$ cat src/rtl/uart_pkg.sv
// Shared definitions for the UART transmit path: FSM state encoding and the
// helper that converts clock frequency and baud rate into cycles per bit.
// Optional feature macro: UART_TX_PARITY_EN adds the PARITY state.
package uart_pkg;

    typedef enum logic [2:0] {
        IDLE,
        START,
        DATA,
`ifdef UART_TX_PARITY_EN
        PARITY,
`endif
        STOP
    } uart_tx_state_e;

    // Rounded integer division so that the bit period is as close as possible
    // to the requested baud rate.
    function automatic int cycles_per_bit(input int clock_freq, input int baud_rate);
        return (clock_freq + baud_rate / 2) / baud_rate;
    endfunction

endpackage

$ cat src/rtl/uart_bit_timer.sv
// Bit-period timer for the UART transmitter. Counts clock cycles while the
// transmitter is active and pulses bit_done on the last cycle of each bit.
module uart_bit_timer #(
    parameter int CYCLES_PER_BIT = 10
) (
    input  logic clk,
    input  logic rst_n,
    input  logic enable,
    input  logic restart,
    output logic bit_done
);

    localparam int CNT_W = 1 + $clog2(CYCLES_PER_BIT);

    logic [CNT_W-1:0] count;

    assign bit_done = enable && (count == CNT_W'(CYCLES_PER_BIT - 1));

    // Cycle counter: cleared at frame start and while idle, wraps every bit period.
    always_ff @(posedge clk) begin
        if (!rst_n) begin
            count <= '0;
        end else if (restart || !enable) begin
            count <= '0;
        end else if (count == CNT_W'(CYCLES_PER_BIT - 1)) begin
            count <= '0;
        end else begin
            count <= count + CNT_W'(1);
        end
    end

endmodule

$ cat src/rtl/uart_tx_buf.sv
// Buffered UART transmitter. A one-word holding register decouples the
// valid/ready handshake from the shifter so frames can run back-to-back.
// Frames are LSB-first: start bit, data bits, optional even parity, stop bits.
// Optional feature macro: UART_TX_PARITY_EN adds one even-parity bit per frame.
module uart_tx_buf
    import uart_pkg::*;
#(
    parameter int DATA_WIDTH = 8,
    parameter int BAUD_RATE  = 9600,
    parameter int CLOCK_FREQ = 50_000_000,
    parameter int STOP_BITS  = 1
) (
    input  logic                  clk,
    input  logic                  rst_n,
    input  logic [DATA_WIDTH-1:0] data_in,
    input  logic                  valid,
    output logic                  ready,
    output logic                  tx,
    output logic                  busy
);

    localparam int CYCLES_PER_BIT = cycles_per_bit(CLOCK_FREQ, BAUD_RATE);
    localparam int IDX_W          = $clog2(DATA_WIDTH);

    uart_tx_state_e        state;
    logic [DATA_WIDTH-1:0] hold;
    logic                  hold_full;
    logic [DATA_WIDTH-1:0] shifter;
    logic [IDX_W-1:0]      bit_idx;
    logic                  bit_done;
    logic                  accept;
    logic                  stop_last;
    logic                  load_frame;
    logic [DATA_WIDTH-1:0] load_word;
`ifdef UART_TX_PARITY_EN
    logic                  parity_bit;
`endif

    assign ready  = !hold_full;
    assign accept = valid && ready;
    assign busy   = (state != IDLE) || hold_full;

    // The final stop cycle also takes a word arriving on that same edge, so
    // such a word bypasses the holding register straight into the shifter.
    assign stop_last  = (state == STOP) && bit_done && (bit_idx == IDX_W'(STOP_BITS - 1));
    assign load_frame = ((state == IDLE) && hold_full) || (stop_last && (hold_full || accept));
    assign load_word  = hold_full ? hold : data_in;

    uart_bit_timer #(
        .CYCLES_PER_BIT(CYCLES_PER_BIT)
    ) u_bit_timer (
        .clk     (clk),
        .rst_n   (rst_n),
        .enable  (state != IDLE),
        .restart (load_frame),
        .bit_done(bit_done)
    );

    // Holding register: filled on a handshake, emptied when the FSM takes the word.
    always_ff @(posedge clk) begin
        if (!rst_n) begin
            hold      <= '0;
            hold_full <= 1'b0;
        end else if (load_frame) begin
            hold_full <= 1'b0;
        end else if (accept) begin
            hold      <= data_in;
            hold_full <= 1'b1;
        end
    end

    // Frame sequencer with registered line output.
    always_ff @(posedge clk) begin
        if (!rst_n) begin
            state   <= IDLE;
            shifter <= '0;
            bit_idx <= '0;
            tx      <= 1'b1;
`ifdef UART_TX_PARITY_EN
            parity_bit <= 1'b0;
`endif
        end else begin
            case (state)
                IDLE: begin
                    tx <= 1'b1;
                    if (load_frame) begin
                        state   <= START;
                        shifter <= load_word;
                        tx      <= 1'b0;
`ifdef UART_TX_PARITY_EN
                        parity_bit <= ^load_word;
`endif
                    end
                end
                START: begin
                    if (bit_done) begin
                        state   <= DATA;
                        bit_idx <= '0;
                        tx      <= shifter[0];
                    end
                end
                DATA: begin
                    if (bit_done) begin
                        if (bit_idx == IDX_W'(DATA_WIDTH - 1)) begin
`ifdef UART_TX_PARITY_EN
                            state <= PARITY;
                            tx    <= parity_bit;
`else
                            state   <= STOP;
                            bit_idx <= '0;
                            tx      <= 1'b1;
`endif
                        end else begin
                            shifter <= shifter >> 1;
                            bit_idx <= bit_idx + IDX_W'(1);
                            tx      <= shifter[1];
                        end
                    end
                end
`ifdef UART_TX_PARITY_EN
                PARITY: begin
                    if (bit_done) begin
                        state   <= STOP;
                        bit_idx <= '0;
                        tx      <= 1'b1;
                    end
                end
`endif
                STOP: begin
                    if (stop_last) begin
                        if (load_frame) begin
                            state   <= START;
                            shifter <= load_word;
                            tx      <= 1'b0;
`ifdef UART_TX_PARITY_EN
                            parity_bit <= ^load_word;
`endif
                        end else begin
                            state <= IDLE;
                            tx    <= 1'b1;
                        end
                    end else if (bit_done) begin
                        bit_idx <= bit_idx + IDX_W'(1);
                    end
                end
                default: begin
                    state <= IDLE;
                    tx    <= 1'b1;
                end
            endcase
        end
    end

endmodule
$ cat config.mk
export PLATFORM = sky130hd
export DESIGN_NAME = uart_tx_buf
export DESIGN_NICKNAME = d
export VERILOG_FILES = /design/src/rtl/uart_pkg.sv /design/src/rtl/uart_bit_timer.sv /design/src/rtl/uart_tx_buf.sv
export SDC_FILE = /design/constraint.sdc
export NUM_CORES = 1
export LEC_CHECK = 0
export ABC_AREA = 1
export BUFFER_PORTS_ARGS = -buffer_cell sky130_fd_sc_hd__buf_2
export CAP_MARGIN = 20
export CORE_MARGIN = 5
export CORE_UTILIZATION = 40
export DETAILED_ROUTE_END_ITERATION = 8
export HOLD_SLACK_MARGIN = 0.15
export SKIP_LAST_GASP = 1
export SLEW_MARGIN = 20
export SYNTH_ARGS = -nofsm -noshare
export SYNTH_HDL_FRONTEND = slang
export SYNTH_SLANG_ARGS = --single-unit
$ cat constraint.sdc
create_clock -name clk -period 1.9 [get_ports clk]
set_clock_uncertainty 0.2 [all_clocks]
set_input_delay 0.475 -clock clk [delete_from_list [all_inputs] [get_ports clk]]
set_output_delay 0.475 -clock clk [all_outputs]
set_load 0.02 [all_outputs]
==> impl_metrics.json <==
{
  "place_congestion": 0.840,
  "num_vias": 1977,
  "layout_common_cells": "nand2_1, nor2_1, dfxtp_1",
  "syn_area_per_cell_um2": 6.94,
  "core-area_mm2": 0.00511,
  "pin_count": 14,
  "routed_wl_um": 4820,
  "netlist_instances": 304,
  "floorplan.die_area_mm2": 0.00682,
  "crit_required_ns": 1.22,
  "cts_buffers": 5,
  "synth_warnings": 0,
  "die_h_um": 82.6,
  "hpwl_um": 3490,
  "netlist_area_mm2": 0.00211,
  "yosysSeqAreaShare": 0.351,
  "cp-start-kind": "flip-flop",
  "vdd_drop_max_uv": 536,
  "p_leak_nw": 1.10,
  "critPathMaxFanout": 5,
  "hold_viol_final": 0,
  "dpl_cell_area_mm2": 0.00236,
  "cts.sinks": 37,
  "worst_slew_margin_rel": 0.785,
  "report.final.setup_viol": 0,
  "crit_chain": "inv_2 -> ha_4 -> nand2_1 -> buf_4",
  "period_needed_ns": 1.85,
  "synth_seq_cells": 37,
  "max_freq_ghz": 0.541,
  "setup_tns_ns": 0,
  "drcViolationCount": 0,
  "final_area_mm2": 0.00253,
  "synth_top_area_frac": 0.351,
  "worstSetupPathType": "flip-flop to primary output",
  "tightest_slew_ns": 0.319,
  "worstHoldPathType": "input pin to flip-flop",
  "async_flop_share": 0,
  "port_buffers": 13,
  "drt-initial-drc-count": 124,
  "clock_latency_ns": 0.29,
  "cp_slowest_cell": "dfxtp_1",
  "postLayoutCoreUtil": 0.496,
  "grt_pass1_wl_um": 8090,
  "final_common_cell": "nand2_1",
  "yosys.cell_types.count": 32,
  "cts-root-buf": "clkbuf_8",
  "cts_max_level": 2,
  "synthTopCellsByArea": "dfxtp_1, nand2_1, nor2_1, a21oi_1, nand3_1",
  "clk_pin_slew_ns": 0.08,
  "synth-edff-count": 0,
  "rows": 26,
  "track_usage": 0.153,
  "slowest_delay_ns": 0.38,
  "post-route-period-util": 0.973,
  "synthToLayoutAreaGrowth_pct": 20.2,
  "cts_buffer_depth": 2,
  "synth_area_leader_cell": "dfxtp_1",
  "grt_pass1_vias": 1852,
  "status": "finished clean",
  "drive_gt1_frac": 0.213,
  "antenna_cells": 0,
  "syn_nets": 323,
  "rsz0062_at_grt": "yes",
  "cp.arrival_ns": 1.17,
  "worst_setup_path_end_kind": "primary output",
  "final_max_slew_viol_count": 0,
  "cts_tree": "built",
  "final_nets": 356,
  "vias_per_cell": 4.85,
  "cts_hold_buffers": 0,
  "setup_ws_ns": 0.0512,
  "fin_hold_ws_ns": 0.258,
  "grt_max_degree": 19,
  "die-width_um": 82.6,
  "gr-total-overflow": 0,
  "start_util": 0.413,
  "antenna_left": 0,
  "powerDensity_mw_per_mm2": 1190,
  "place_ws_ns": 0.0134,
  "detail_route.wl_per_cell_um": 11.8,
  "synth_top_flop_cell": "dfxtp_1",
  "antenna_found_initial": 0,
  "first_pass_iters": 4,
  "max_cap_violations": 0
}
==> per-layer routing <==
layer  part of all wire  track usage
met5                  0            0
met2               0.47        0.256
met1               0.48        0.193
met3              0.028       0.0336
met4              0.019       0.0523
==> synthesized netlist by cell type, types with 2 or more instances <==
| library cell | number |
|---|---|
| inv_1 | 32 |
| inv_2 | 6 |
| nor3b_1 | 2 |
| nand2_1 | 64 |
| nand2_2 | 2 |
| xor2_1 | 4 |
| nor3_1 | 4 |
| buf_2 | 2 |
| nor2_2 | 3 |
| dfxtp_1 | 37 |
| ha_1 | 8 |
| mux2i_1 | 5 |
| o21ai_0 | 13 |
| nand4_2 | 2 |
| a21oi_1 | 26 |
| clkbuf_1 | 3 |
| nand3_1 | 26 |
| nor2_4 | 2 |
| nor2_1 | 42 |
| nand4_1 | 9 |
==> timing repair <==
action | CTS | global route
pin swaps | 0 | 2
cloned | 0 | 1
endpoints found under the setup margin | 2 | 34
resized for setup | 3 | 14
setup buffers | 0 | 1
==> cell families after synthesis <==
group                      after synthesis  synth area share
and+or+nand+nor                        161             0.362
buffers and inverters                   47            0.0955
muxes                                    5            0.0237
AOI/OAI and AO/OA                       42             0.103
DFF                                     37             0.351
xor gates and xnor gates                 4            0.0166
adders and majority gates                8            0.0475
==> registers in the layout, indices dropped and copies added, names as in the netlist <==
| name | count |
|---|---|
| hold_full | 1 |
| state | 2 |
| bit_idx | 3 |
| tx | 1 |
| hold | 8 |
| shifter | 8 |
| u_bit_timer.count | 14 |
==> final timing paths <==
path	from	endpoint	slack, ns	cells past startpoint
worst min-delay path	rst_n	hold[7]$_SDFFE_PN0P_	0.26	3
worst max register to register	bit_idx[0]$_SDFFE_PN0P_	shifter[7]$_SDFFE_PN0P_	0.13	10
worst max-delay path	state[1]$_SDFFE_PN0P_	busy	0.05	4
worst min register to register	hold[5]$_SDFFE_PN0P_	hold[5]$_SDFFE_PN0P_	0.27	2
==> layout make-up <==
type                       instances  area (µm²)
tap                               70        87.6
fill                             517        2570
multi-input combinational        221        1230
inverter                          38         143
timing repair buffer              34         250
clock buffer                       6        72.6
clock inverter                     2        10.0
sequential                        37         744
==> power breakdown <==
| group | total [W] | internal [W] | switching, W |
|---|---|---|---|
| logic | 0.00146 | 0.000617 | 0.000847 |
| clock network | 0.000540 | 0.000254 | 0.000286 |
| registers | 0.00100 | 0.000919 | 0.0000829 |
| total | 0.00301 | 0.00179 | 0.00122 |
==> metrics by stage <==
step	instances	total power, W
4_1_cts	406	0.00289
5_1_grt	408	0.00328
2_1_floorplan	304	0.00203
6_report	408	0.00301
3_5_place_dp	398	0.00230
3_3_place_gp	398	0.00228
==> worst max-delay path: cells and delay by family, from the launching register on <==
kind	cells	cell delay, ns
DFF	1	0.38
adders and majority gates	1	0.18
buffers and inverters	2	0.22
and+or+nand+nor	1	0.10
Note: power is estimated with default switching activity, not from simulation.
